## config.mk

```make
export PLATFORM = sky130hd
export DESIGN_NAME = jtag_scan_master_flat
export DESIGN_NICKNAME = d
export VERILOG_FILES = /design/src/rtl/jtag_scan_master_if.sv /design/src/rtl/jtag_scan_master.sv /design/src/flat_wrapper.sv
export SDC_FILE = /design/constraint.sdc
export NUM_CORES = 1
export LEC_CHECK = 0
export CAP_MARGIN = 20
export CORE_MARGIN = 2
export CORE_UTILIZATION = 59
export CTS_BUF_LIST = sky130_fd_sc_hd__clkbuf_2
export CTS_CLUSTER_SIZE = 24
export DETAILED_ROUTE_END_ITERATION = 7
export PLACE_DENSITY = 0.92
export SLEW_MARGIN = 20
export SYNTH_ARGS = -nofsm -noshare
export SYNTH_HDL_FRONTEND = slang
export SYNTH_SLANG_ARGS = --single-unit
```

## constraint.sdc

```tcl
create_clock -name clk -period 6.25 [get_ports clk]
set_clock_uncertainty 0.1 [all_clocks]
set_input_delay 0.625 -clock clk [delete_from_list [all_inputs] [get_ports clk]]
set_output_delay 0.625 -clock clk [all_outputs]
set_load 0.01 [all_outputs]
```

## src/rtl/jtag_scan_master_if.sv

```systemverilog
// rtl/jtag_scan_master_if.sv - command/response and JTAG pin bundle for jtag_scan_master
interface jtag_scan_master_if #(
   parameter int MAX_LEN = 32,
   parameter int LEN_W   = $clog2(MAX_LEN + 1)
);
   logic               cmd_valid;
   logic               cmd_ready;
   logic [1:0]         cmd_op;
   logic [LEN_W-1:0]   cmd_len;
   logic [MAX_LEN-1:0] cmd_tdi;
   logic               rsp_valid;
   logic               rsp_ready;
   logic [MAX_LEN-1:0] rsp_tdo;
   logic               jtag_trst_;
   logic               jtag_tck;
   logic               jtag_tms;
   logic               jtag_tdi;
   logic               jtag_tdo;

   modport master (
      input  cmd_valid, cmd_op, cmd_len, cmd_tdi, rsp_ready, jtag_tdo,
      output cmd_ready, rsp_valid, rsp_tdo, jtag_trst_, jtag_tck, jtag_tms, jtag_tdi
   );

   modport slave (
      output cmd_valid, cmd_op, cmd_len, cmd_tdi, rsp_ready, jtag_tdo,
      input  cmd_ready, rsp_valid, rsp_tdo, jtag_trst_, jtag_tck, jtag_tms, jtag_tdi
   );
endinterface

```

## src/rtl/jtag_scan_master.sv

```systemverilog
// rtl/jtag_scan_master.sv - system-clock JTAG master running TLR/IR/DR scans from a command queue
module jtag_scan_master #(
   parameter int MAX_LEN = 32,
   parameter int CLK_DIV = 4,
   parameter int LEN_W   = $clog2(MAX_LEN + 1)
) (
   input  logic clk,
   input  logic reset_,
   jtag_scan_master_if.master bus
);
   localparam int IDX_W = (MAX_LEN > 1) ? $clog2(MAX_LEN) : 1;
   localparam int DIV_W = (CLK_DIV > 1) ? $clog2(CLK_DIV) : 1;

   typedef enum logic [2:0] {S_AUTO_TLR, S_IDLE, S_TLR, S_HDR, S_SHIFT, S_TRL, S_RSP} state_t;

   state_t             r_state, w_state_nxt;
   logic [DIV_W-1:0]   r_div;
   logic               r_tck, r_trst_n;
   logic               r_tms, w_tms_nxt;
   logic               r_tdi, w_tdi_nxt;
   logic [2:0]         r_step, w_step_nxt;
   logic [IDX_W-1:0]   r_cnt, w_cnt_nxt;
   logic [IDX_W-1:0]   r_len_m1, w_len_m1_nxt;
   logic               r_is_ir, w_is_ir_nxt;
   logic [MAX_LEN-1:0] r_data, w_data_nxt;
   logic [MAX_LEN-1:0] r_tdo, w_tdo_nxt;

   logic               w_active, w_tick, w_rise, w_fall, w_len_ok;
   logic [IDX_W-1:0]   w_idx;
   logic [MAX_LEN-1:0] w_data_sh;

   assign w_active  = (r_state != S_IDLE) && (r_state != S_RSP);
   assign w_tick    = w_active && (r_div == DIV_W'(CLK_DIV - 1));
   assign w_rise    = w_tick && !r_tck;
   assign w_fall    = w_tick && r_tck;
   assign w_idx     = r_len_m1 - r_cnt;
   assign w_data_sh = r_data >> 1;
   assign w_len_ok  = (bus.cmd_len != '0) && (bus.cmd_len <= LEN_W'(MAX_LEN));

   // TCK only runs while a sequence is in flight, so it always parks low
   always_ff @(posedge clk or negedge reset_) begin
      if (!reset_) begin
         r_div    <= '0;
         r_tck    <= 1'b0;
         r_trst_n <= 1'b0;
      end else begin
         r_trst_n <= 1'b1;
         if (!w_active) begin
            r_div <= '0;
         end else if (w_tick) begin
            r_div <= '0;
            r_tck <= ~r_tck;
         end else begin
            r_div <= r_div + 1'b1;
         end
      end
   end

   always_ff @(posedge clk or negedge reset_) begin
      if (!reset_) begin
         r_state  <= S_AUTO_TLR;
         r_tms    <= 1'b1;
         r_tdi    <= 1'b0;
         r_step   <= '0;
         r_cnt    <= '0;
         r_len_m1 <= '0;
         r_is_ir  <= 1'b0;
         r_data   <= '0;
         r_tdo    <= '0;
      end else begin
         r_state  <= w_state_nxt;
         r_tms    <= w_tms_nxt;
         r_tdi    <= w_tdi_nxt;
         r_step   <= w_step_nxt;
         r_cnt    <= w_cnt_nxt;
         r_len_m1 <= w_len_m1_nxt;
         r_is_ir  <= w_is_ir_nxt;
         r_data   <= w_data_nxt;
         r_tdo    <= w_tdo_nxt;
      end
   end

   // Each bit's TMS/TDI is set up on the falling edge before the rising edge that uses it
   always_comb begin
      w_state_nxt  = r_state;
      w_tms_nxt    = r_tms;
      w_tdi_nxt    = r_tdi;
      w_step_nxt   = r_step;
      w_cnt_nxt    = r_cnt;
      w_len_m1_nxt = r_len_m1;
      w_is_ir_nxt  = r_is_ir;
      w_data_nxt   = r_data;
      w_tdo_nxt    = r_tdo;
      case (r_state)
         S_IDLE: begin
            if (bus.cmd_valid) begin
               w_is_ir_nxt  = (bus.cmd_op == 2'd1);
               w_len_m1_nxt = w_len_ok ? IDX_W'(bus.cmd_len - 1'b1) : IDX_W'(MAX_LEN - 1);
               w_data_nxt   = bus.cmd_tdi;
               w_tdo_nxt    = '0;
               w_step_nxt   = '0;
               w_tms_nxt    = 1'b1;
               w_tdi_nxt    = 1'b0;
               w_state_nxt  = (bus.cmd_op == 2'd1 || bus.cmd_op == 2'd2) ? S_HDR : S_TLR;
            end
         end
         S_AUTO_TLR, S_TLR: begin
            if (w_fall) begin
               if (r_step == 3'd5) begin
                  w_step_nxt  = '0;
                  w_state_nxt = (r_state == S_AUTO_TLR) ? S_IDLE : S_RSP;
               end else begin
                  w_step_nxt = r_step + 3'd1;
                  w_tms_nxt  = (r_step < 3'd4);
               end
            end
         end
         S_HDR: begin
            if (w_fall) begin
               if (r_step == (r_is_ir ? 3'd3 : 3'd2)) begin
                  w_step_nxt  = '0;
                  w_cnt_nxt   = r_len_m1;
                  w_tms_nxt   = (r_len_m1 == '0);
                  w_tdi_nxt   = r_data[0];
                  w_state_nxt = S_SHIFT;
               end else begin
                  w_step_nxt = r_step + 3'd1;
                  w_tms_nxt  = r_is_ir && (r_step == 3'd0);
               end
            end
         end
         S_SHIFT: begin
            if (w_rise) begin
               w_tdo_nxt[w_idx] = bus.jtag_tdo;
            end
            if (w_fall) begin
               if (r_cnt == '0) begin
                  w_tms_nxt   = 1'b1;
                  w_tdi_nxt   = 1'b0;
                  w_state_nxt = S_TRL;
               end else begin
                  w_cnt_nxt  = r_cnt - 1'b1;
                  w_data_nxt = w_data_sh;
                  w_tdi_nxt  = w_data_sh[0];
                  w_tms_nxt  = (r_cnt == IDX_W'(1));
               end
            end
         end
         S_TRL: begin
            if (w_fall) begin
               if (r_step == 3'd0) begin
                  w_step_nxt = 3'd1;
                  w_tms_nxt  = 1'b0;
               end else begin
                  w_step_nxt  = '0;
                  w_state_nxt = S_RSP;
               end
            end
         end
         S_RSP: begin
            if (bus.rsp_ready) begin
               w_state_nxt = S_IDLE;
            end
         end
         default: w_state_nxt = S_AUTO_TLR;
      endcase
   end

   assign bus.cmd_ready  = (r_state == S_IDLE);
   assign bus.rsp_valid  = (r_state == S_RSP);
   assign bus.rsp_tdo    = r_tdo;
   assign bus.jtag_trst_ = r_trst_n;
   assign bus.jtag_tck   = r_tck;
   assign bus.jtag_tms   = r_tms;
   assign bus.jtag_tdi   = r_tdi;
endmodule

```

## src/flat_wrapper.sv

```systemverilog
// flat-port wrapper written by rule: the top's interface ports become plain ports
module jtag_scan_master_flat 
#(
   parameter int MAX_LEN = 32,
   parameter int CLK_DIV = 4,
   parameter int LEN_W   = $clog2(MAX_LEN + 1)
)
  (clk, reset_, bus_cmd_valid, bus_cmd_op, bus_cmd_len, bus_cmd_tdi, bus_rsp_ready, bus_jtag_tdo, bus_cmd_ready, bus_rsp_valid, bus_rsp_tdo, bus_jtag_trst_, bus_jtag_tck, bus_jtag_tms, bus_jtag_tdi);
  jtag_scan_master_if #(.MAX_LEN(MAX_LEN), .LEN_W(LEN_W)) bus_i ();
  input  logic clk;
  input  logic reset_;
  input wire logic [$bits(bus_i.cmd_valid)-1:0] bus_cmd_valid;
  input wire logic [$bits(bus_i.cmd_op)-1:0] bus_cmd_op;
  input wire logic [$bits(bus_i.cmd_len)-1:0] bus_cmd_len;
  input wire logic [$bits(bus_i.cmd_tdi)-1:0] bus_cmd_tdi;
  input wire logic [$bits(bus_i.rsp_ready)-1:0] bus_rsp_ready;
  input wire logic [$bits(bus_i.jtag_tdo)-1:0] bus_jtag_tdo;
  output wire logic [$bits(bus_i.cmd_ready)-1:0] bus_cmd_ready;
  output wire logic [$bits(bus_i.rsp_valid)-1:0] bus_rsp_valid;
  output wire logic [$bits(bus_i.rsp_tdo)-1:0] bus_rsp_tdo;
  output wire logic [$bits(bus_i.jtag_trst_)-1:0] bus_jtag_trst_;
  output wire logic [$bits(bus_i.jtag_tck)-1:0] bus_jtag_tck;
  output wire logic [$bits(bus_i.jtag_tms)-1:0] bus_jtag_tms;
  output wire logic [$bits(bus_i.jtag_tdi)-1:0] bus_jtag_tdi;
  assign bus_i.cmd_valid = bus_cmd_valid;
  assign bus_i.cmd_op = bus_cmd_op;
  assign bus_i.cmd_len = bus_cmd_len;
  assign bus_i.cmd_tdi = bus_cmd_tdi;
  assign bus_i.rsp_ready = bus_rsp_ready;
  assign bus_i.jtag_tdo = bus_jtag_tdo;
  assign bus_cmd_ready = bus_i.cmd_ready;
  assign bus_rsp_valid = bus_i.rsp_valid;
  assign bus_rsp_tdo = bus_i.rsp_tdo;
  assign bus_jtag_trst_ = bus_i.jtag_trst_;
  assign bus_jtag_tck = bus_i.jtag_tck;
  assign bus_jtag_tms = bus_i.jtag_tms;
  assign bus_jtag_tdi = bus_i.jtag_tdi;
  jtag_scan_master #(.MAX_LEN(MAX_LEN), .CLK_DIV(CLK_DIV), .LEN_W(LEN_W)) u_core (.clk(clk), .reset_(reset_), .bus(bus_i));
endmodule
```

* Word-level counts from Yosys, hierarchy flattened
Index checks and enable logic that the tools add are counted.
Word-level totals: word-level logic and storage cells 135, input bits 45, output and inout port bits 38, bits in registers 87
Operators by class: eq/ne operators 28, mux-type cells 56, bitwise gates (word level) 1, add/subtract/negate cells 5, reduce and logical (&&, ||, !) cells 29, order comparisons 4
Operators with widths (number):
- 2-to-1 mux 32 bit | 5
- case mux 32 bit (2 select lines) | 2
- 2-to-1 mux 3 bit | 17
- bitwise mux 32 bit | 1
- 2-to-1 mux 5 bit | 5
- 2-to-1 mux 1 bit | 18
- != test 2 x 1 -> 1 bit, second input constant | 9
- case mux 3 bit (6 select lines) | 1
- AND reduction 5 bit | 3
- == test 3 bit, second input constant | 4
- case mux 3 bit (4 select lines) | 1
- zero test 5 bit | 2
- != test 2 bit, second input constant | 5
- case mux 5 bit (2 select lines) | 1
- AND reduction 10 bit | 1
- subtractor 5 x 1 -> 5 bit, second input constant | 2
- AND reduction 8 bit | 1
- logical AND 1 bit | 7
- == test 3 x 2 -> 1 bit, second input constant | 2
- less-or-equal comparator 6 bit, second input constant | 1
- zero test 3 bit | 2
- less-than comparator 5 x 6 -> 1 bit, second input constant | 1
- nonzero test 6 bit | 1
- demux 1 bit (select 5 bit) | 1
- other kinds (26) | 30

* Logic depth before layout (Yosys ltp)
Gate-level depths: netlist of run 1.
depth after elaboration 8, gate-level depth with buffers 9, mapped depth without buffers 9

* Worst setup path after synthesis of run 1
OpenSTA, ideal clock, no wires.
kind reg2reg, start point register u_core.r_cnt[2], end point register u_core.r_tdo[24] (netlist: u_core.bus.rsp_tdo[24]), setup slack 4089 ps, library setup time 69 ps, arrival time 1992 ps, stages on the path, launching flop included 9, buffers on the path 1, period minus slack after synthesis 2161 ps, cells stage by stage dfrtp_1 -> inv_1 -> ha_1 -> and3b_1 -> or3_1 -> nand2_1 -> clkbuf_1 -> o211ai_1 -> nand3_1
On the way: word-level cells in the longest chain between the ends 8
Ends and longest elaborated chain:
- start, declared | RTL line jtag_scan_master.sv:22 | logic [IDX_W-1:0] r_cnt, w_cnt_nxt;
- start signal, assigned | RTL line jtag_scan_master.sv:75 | r_cnt <= w_cnt_nxt;
- subtractor 5 bit (*) | RTL line jtag_scan_master.sv:36 | assign w_idx = r_len_m1 - r_cnt;
- less-than comparator 5 x 6 -> 1 bit (implied by the code) / greater-or-equal comparator 5 x 1 -> 1 bit (equally long branches) | RTL line jtag_scan_master.sv:134 | w_tdo_nxt[w_idx] = bus.jtag_tdo;
- logical AND 1 bit (implied by the code) | RTL line jtag_scan_master.sv:134
- 2-to-1 mux 1 bit (implied by the code) | RTL line jtag_scan_master.sv:134
- demux 1 bit (select 5 bit) (*)
- bitwise mux 32 bit (*) | RTL line jtag_scan_master.sv:134
- 2-to-1 mux 32 bit (*) | RTL line jtag_scan_master.sv:133 | if (w_rise) begin
- case mux 32 bit (2 select lines) (*) | RTL line jtag_scan_master.sv:94 | case (r_state)
- end signal, assigned | RTL line jtag_scan_master.sv:79 | r_tdo <= w_tdo_nxt;
- end, declared | RTL line jtag_scan_master.sv:26 | logic [MAX_LEN-1:0] r_tdo, w_tdo_nxt;
Every way passes the cells marked *; elsewhere a longest branch is shown, timed or not. The select of a mux whose other input is x is not followed. A chain may end at the register's enable or synchronous reset.

* Worst setup path in the final report of run 1
start point register u_core.r_state[0], end point output bus_cmd_ready
On the way: word-level cells in the longest chain between the ends 1
Ends and longest elaborated chain:
- start, declared | RTL line jtag_scan_master.sv:16 | state_t r_state, w_state_nxt;
- start signal, assigned | RTL line jtag_scan_master.sv:71 | r_state <= w_state_nxt;
- == test 3 x 1 -> 1 bit | RTL line jtag_scan_master.sv:169 | assign bus.cmd_ready = (r_state == S_IDLE);
- end, declared | RTL line flat_wrapper.sv:18 | output wire logic [$bits(bus_i.cmd_ready)-1:0] bus_cmd_ready;
No other way between the ends.

==> flow_metrics.env, run 1 <==
export IMPL_synth_edf_count=0
export IMPL_r2r_setup_slack_ns=3.53
export IMPL_rsz0062_at_grt="false"
export IMPL_synthCells=548
export IMPL_max_freq_ghz=0.340
export IMPL_cts_tree="done"
export IMPL_cts_resized_gates=0
export IMPL_reg2reg_from="u_core.r_state[1]"
export IMPL_firstDrtPassIters=5
export IMPL_grt_pass1_vias=4175
export IMPL_antenna_found_initial=0
export IMPL_via_per_inst=6.10
export IMPL_via_count=4425
export IMPL_initial_core_util_pct=61.4
export IMPL_drv_cap=0
export IMPL_clockRootBuffer="clkbuf_2"
export IMPL_final_common_cell="nand2_1"
export IMPL_clockBufferDepth=2
export IMPL_regArea_mm2=0.00218
export IMPL_syn_nets=608
export IMPL_worst_r2r_cell_count=5
export IMPL_crit_fanout=18
export IMPL_synth_area_top_cells="dfrtp_1, nand2_1, a31oi_1"
export IMPL_yosysUniqueCellTypes=60
export IMPL_netlist_area_mm2=0.00477
export IMPL_drc=0
export IMPL_cts_hold_fix_buffers=1
export IMPL_yosys_warnings=0
export IMPL_fillers=562
export IMPL_finalNetCount=678
export IMPL_clock_latency_ns=0.57
export IMPL_overflow=0
export IMPL_ant_nets=0
export IMPL_synth_top_cell_by_area="dfrtp_1"
export IMPL_dp_hpwl_mm=8.28
export IMPL_hold_violations=0
export IMPL_ir_drop_mv=0.273
export IMPL_hold_path_cell_count=1
export IMPL_worst_slew_pin_slew_ns=0.731
export IMPL_place_ws_ns=3.47
export IMPL_hp_start="u_core.r_div[0]"
export IMPL_crit_required_ns=5.52
export IMPL_critical_path_class="register to primary output"
export IMPL_rr_endpoint="u_core.bus.rsp_tdo[1]"
export IMPL_p_leak_nw=2.42
export IMPL_period_minus_slack_ns=2.94
export IMPL_yosysSeqAreaShare_pct=45.6
export IMPL_ys_seq_elements=87
export IMPL_syn_to_final_growth_pct=21.3
export IMPL_min_to="u_core.r_div[0]"
export IMPL_cts_sinks=87
export IMPL_antenna_cells=0
export IMPL_totalWireLength_mm=11.7
export IMPL_die_h_um=93.9
export IMPL_final_cell_mix="nand2_1, dfrtp_1, clkdlybuf4s50_1, nor2_1"
export IMPL_async_flop_share_pct=100
export IMPL_clk_pin_slew_worst_paths_ns=0.22
export IMPL_grt_start_max_net_pins=74
export IMPL_end_kind="primary output"
export IMPL_synthFlopType="dfrtp_1"
export IMPL_multi_input_area_mm2=0.00240
export IMPL_ios=83
export IMPL_gr_usage_all_layers_pct=27.1
export IMPL_drive_gt1_share_pct=6.10
export IMPL_die_x_um=93.9
export IMPL_slew_violations=0
export IMPL_drtIter0Drc=316
export IMPL_gp_congestion=0.904
export IMPL_relSlewSlack_pct=51.2
export IMPL_cp_arrival_ns=2.22
export IMPL_htree_levels=3
export IMPL_synth_top_area_share_pct=45.1
export IMPL_die_area_mm2=0.00882
export IMPL_post_route_period_util_pct=47.1
export IMPL_start_kind="register"
export IMPL_status="complete, no violations"
export IMPL_wl_per_cell_um=16.1
export IMPL_setup_viol=0
export IMPL_powerDensity_mw_per_mm2=406
export IMPL_hold_class="register to register"
export IMPL_avgSynthCellArea_um2=8.71
export IMPL_setup_ws_ns=3.31
export IMPL_post_cts_buffers=0
export IMPL_row_count=32
export IMPL_port_buffer_count=82
export IMPL_grt_pass1_wl_mm=19.2
export IMPL_design_core_area_mm2=0.00777
export IMPL_setup_tns_ns=0
export IMPL_cts_made_buffers=9
report_power, final:
group | total [mW] | leakage, nW | switching [mW] | internal (mW)
Combinational | 1.10 | 1.28 | 0.652 | 0.453
Clock | 0.304 | 0.0651 | 0.209 | 0.0953
Sequential | 0.943 | 1.08 | 0.184 | 0.759
cells by family after synthesis:
family	share of synthesized area, %
AOI/OAI and AO/OA	21.9
xor gates and xnor gates	2.36
adders and majority gates	4.09
buffers and inverters	4.33
DFF	45.6
muxes	0.682
other	0.0786
and+or+nand+nor	20.9
cell usage after synthesis (all sizes together) (2+ instances only):
| master | count |
|---|---|
| nor2 | 45 |
| and3 | 2 |
| nand3 | 24 |
| nand4 | 6 |
| a32oi | 5 |
| o22ai | 10 |
| o31a | 2 |
| o21ai | 39 |
| a31o | 2 |
| nand2 | 98 |
| o21a | 2 |
| xor2 | 3 |
| ha | 14 |
| a41oi | 2 |
| and2 | 6 |
| inv | 22 |
| o21bai | 2 |
| xnor2 | 9 |
| clkbuf | 13 |
| o211ai | 18 |
| a31oi | 35 |
| and4 | 3 |
| nor2b | 9 |
| nor3 | 8 |
| nor3b | 2 |
| nor4b | 2 |
| and3b | 3 |
| or4 | 2 |
| a21oi | 30 |
| buf | 15 |
| nor4 | 2 |
| a211o | 3 |
| a22oi | 2 |
| a21o | 3 |
| dfrtp | 86 |
| a211oi | 2 |
| mux2 | 2 |
| or3 | 2 |
sequential cells by signal (all words and copies together) (netlist names):
register / flops
u_core.bus.jtag_tck: 1
u_core.bus.jtag_tdi: 1
u_core.bus.jtag_tms: 1
u_core.bus.jtag_trst_: 1
u_core.bus.rsp_tdo: 32
u_core.r_cnt: 5
u_core.r_data: 32
u_core.r_div: 2
u_core.r_is_ir: 1
u_core.r_len_m1: 5
u_core.r_state: 3
u_core.r_step: 3
layout make-up:
cell class | instances | share of cell area [%]
Clock buffer | 9 | 0.778
Clock inverter | 7 | 1.36
Inverter | 22 | 1.43
Multi-Input combinational cell | 411 | 41.4
Sequential cell | 87 | 37.6
Tap cell | 102 | 2.20
Timing Repair Buffer | 87 | 15.2
worst max path at each step:
stage               cells after the start                     end  slack [ns]               from
CTS                                     2           bus_cmd_ready        3.28  u_core.r_state[0]
floorplan                               8  u_core.bus.rsp_tdo[24]        4.09    u_core.r_cnt[2]
global route                            2           bus_cmd_ready        3.14  u_core.r_state[0]
finish                                  2           bus_cmd_ready        3.31  u_core.r_state[0]
detailed placement                      5       u_core.r_data[21]        3.47      bus_cmd_valid
global placement                        5        u_core.r_data[3]        3.59      bus_cmd_valid
stage by stage:
step / std cells / area (um2) / total power, mW / utilization, % / hold slack [ns]
after CTS: 724 / 5760 / 2.32 / 74.2 / 0.368
after floorplan: 548 / 4770 / 1.67 / - / 0.229
final: 725 / 5790 / 2.35 / 74.5 / 0.365
after global placement: 707 / 5630 / 1.95 / 72.5 / 0.333
after global routing: 725 / 5790 / 2.53 / 74.5 / 0.392
after detailed placement: 707 / 5630 / 2.03 / 72.5 / 0.342
critical path: stages (launching register included):
cell and delay (ns):
dfrtp_1 0.72, nor3b_2 0.37, clkdlybuf4s50_1 0.60
per-layer routing:
layer  vias up  GRT usage, %  part of all wire, %
li1       2115             -                    -
met5         -             0                    0
met1      2119          35.4                   42
met2       171          44.8                   51
met3        20          4.90                  5.9
met4         0          11.1                  1.6
(Power assumes the default switching activity.)
==> run 2: changes to the inputs <==
--- a/config.mk
+++ b/config.mk
@@ -7,11 +7,11 @@
 export LEC_CHECK = 0
 export CAP_MARGIN = 20
 export CORE_MARGIN = 2
-export CORE_UTILIZATION = 59
+export CORE_UTILIZATION = 55
 export CTS_BUF_LIST = sky130_fd_sc_hd__clkbuf_2
 export CTS_CLUSTER_SIZE = 24
 export DETAILED_ROUTE_END_ITERATION = 7
-export PLACE_DENSITY = 0.92
+export PLACE_DENSITY = 0.87
 export SLEW_MARGIN = 20
 export SYNTH_ARGS = -nofsm -noshare
 export SYNTH_HDL_FRONTEND = slang
==> constraint.sdc (replaced) <==
create_clock -name clk -period 3 [get_ports clk]
set_clock_uncertainty 0.1 [all_clocks]
set_input_delay 0.3 -clock clk [delete_from_list [all_inputs] [get_ports clk]]
set_output_delay 0.3 -clock clk [all_outputs]
set_load 0.01 [all_outputs]
==> run 2 against run 1 <==
Effect of this change: final cell count is 0.69% higher; sequential power is 110% higher; die area is 7.0% higher; design area is 0.37% higher; clock-buffer cell count stayed put; critical path depth is 1 higher; first-iteration DRC count is 11% lower; critical path type unchanged; critical endpoint is now bus_rsp_valid; highest routed layer unchanged.
==> flow_metrics.env, run 2 (synthesis results as in run 1) <==
export IMPL_via_per_inst=6.12
export IMPL_ios=83
export IMPL_drc=0
export IMPL_clockBufferDepth=2
export IMPL_overflow=0
export IMPL_critical_path_max_stage_delay_ns=0.68
export IMPL_grt_pass1_vias=4217
export IMPL_status="complete, no violations"
export IMPL_p_leak_nw=2.44
export IMPL_drv_cap=0
export IMPL_post_cts_buffers=0
export IMPL_max_freq_ghz=0.379
export IMPL_post_route_period_util_pct=88.0
export IMPL_fillers=645
export IMPL_final_common_cell="nand2_1"
export IMPL_die_area_mm2=0.00944
export IMPL_final_cell_mix="nand2_1, dfrtp_1, clkdlybuf4s50_1, nor2_1"
export IMPL_firstDrtPassIters=8
export IMPL_hold_violations=0
export IMPL_clockRootBuffer="clkbuf_2"
export IMPL_wl_per_cell_um=16.2
export IMPL_setup_tns_ns=0
export IMPL_via_count=4464
export IMPL_finalNetCount=680
export IMPL_hold_class="input pin to register"
export IMPL_critical_path_top_delay_family="flip-flops"
export IMPL_cts_made_buffers=9
export IMPL_worst_hold_slack_ns=0.165
export IMPL_antenna_found_initial=0
export IMPL_ir_drop_mv=0.651
export IMPL_regArea_mm2=0.00218
export IMPL_totalWireLength_mm=11.8
export IMPL_slew_violations=0
export IMPL_cp_cell_sequence="nor2b_1 -> and2_1 -> clkdlybuf4s50_1"
export IMPL_grt_start_max_net_pins=88
export IMPL_r2r_setup_slack_ns=0.51
export IMPL_row_count=33
export IMPL_clk_pin_slew_worst_paths_ns=0.25
export IMPL_dp_hpwl_mm=8.34
export IMPL_crit_required_ns=2.60
export IMPL_port_buffer_count=82
export IMPL_start_kind="register"
export IMPL_finalNonFillerCells=730
export IMPL_crit_fanout=16
export IMPL_placedInstanceArea_mm2=0.00566
export IMPL_gr_usage_all_layers_pct=25.3
export IMPL_clock_latency_ns=0.54
export IMPL_drtIter0Drc=282
export IMPL_setup_viol=0
export IMPL_htree_levels=3
export IMPL_ant_nets=0
export IMPL_powerDensity_mw_per_mm2=852
export IMPL_period_minus_slack_ns=2.64
export IMPL_worst_slew_pin_slew_ns=0.784
export IMPL_multi_input_area_mm2=0.00240
export IMPL_initial_core_util_pct=57.5
export IMPL_syn_to_final_growth_pct=21.8
export IMPL_die_h_um=97.1
export IMPL_drive_gt1_share_pct=6.24
export IMPL_rsz0062_at_grt="false"
export IMPL_gp_congestion=0.858
export IMPL_design_area_mm2=0.00581
export IMPL_design_core_area_mm2=0.00830
export IMPL_critical_path_class="register to primary output"
export IMPL_cpMaxStageDelayCell="dfrtp_1"
export IMPL_worst_path_buf_inv=1
export IMPL_die_x_um=97.1
export IMPL_cts_tree="done"
export IMPL_end_kind="primary output"
export IMPL_cp_arrival_ns=2.24
export IMPL_relSlewSlack_pct=47.8
export IMPL_placedCellCount=713
export IMPL_cts_sinks=87
export IMPL_antenna_cells=0
export IMPL_grt_pass1_wl_mm=19.8
## run 2: worst min-delay path, delay by kind of cell
family                 cells  cell delay (ns)
and+or+nand+nor            1             0.05
buffers and inverters      1             0.39
AOI/OAI and AO/OA          1             0.07
## run 2: timing repair
item                                   CTS  global route
endpoints found under the hold margin   86             0
hold buffers                             1             0
gates resized for setup                  0             0
## run 2: cell type report
cell class,count,share of cell area [%]
Tap cell,105,2.26
Clock inverter,7,1.68
Multi-Input combinational cell,411,41.3
Inverter,22,1.42
Timing Repair Buffer,89,15.1
Clock buffer,9,0.775
Sequential cell,87,37.5
## run 2: power breakdown
group,switching [mW],internal (mW)
Combinational,1.36,0.945
Clock,0.414,0.277
Sequential,0.378,1.58
## run 2: metal layers
metal  vias up  GRT usage, %  wire [um]
li1       2108             -          -
met1      2142          33.0       4850
met2       187          42.6       6000
met3        27          4.53        732
met4         0          8.78        242
met5         -             0          0
## run 2: worst paths after layout
check                                        endpoint  depth (start not counted)               from
worst max-delay path                    bus_rsp_valid                          3  u_core.r_state[2]
max in group asynchronous             u_core.r_div[1]                          2             reset_
worst min register to register        u_core.r_div[0]                          1    u_core.r_div[0]
worst min-delay path                u_core.r_data[18]                          3    bus_cmd_tdi[18]
worst max register to register      u_core.r_data[23]                          8    u_core.r_cnt[1]
min in group asynchronous       u_core.bus.rsp_tdo[1]                          2             reset_
## run 2: metrics by stage
| stage | utilization, % | setup slack (ns) | power, mW |
|---|---|---|---|
| final | 70.0 | 0.359 | 4.95 |
| after global routing | 70.0 | 0.246 | 5.32 |
| after CTS | 70.0 | 0.378 | 4.93 |
| after detailed placement | 68.1 | 0.532 | 4.24 |
| after global placement | 68.1 | 0.643 | 4.09 |
| after floorplan | - | 0.839 | 3.47 |
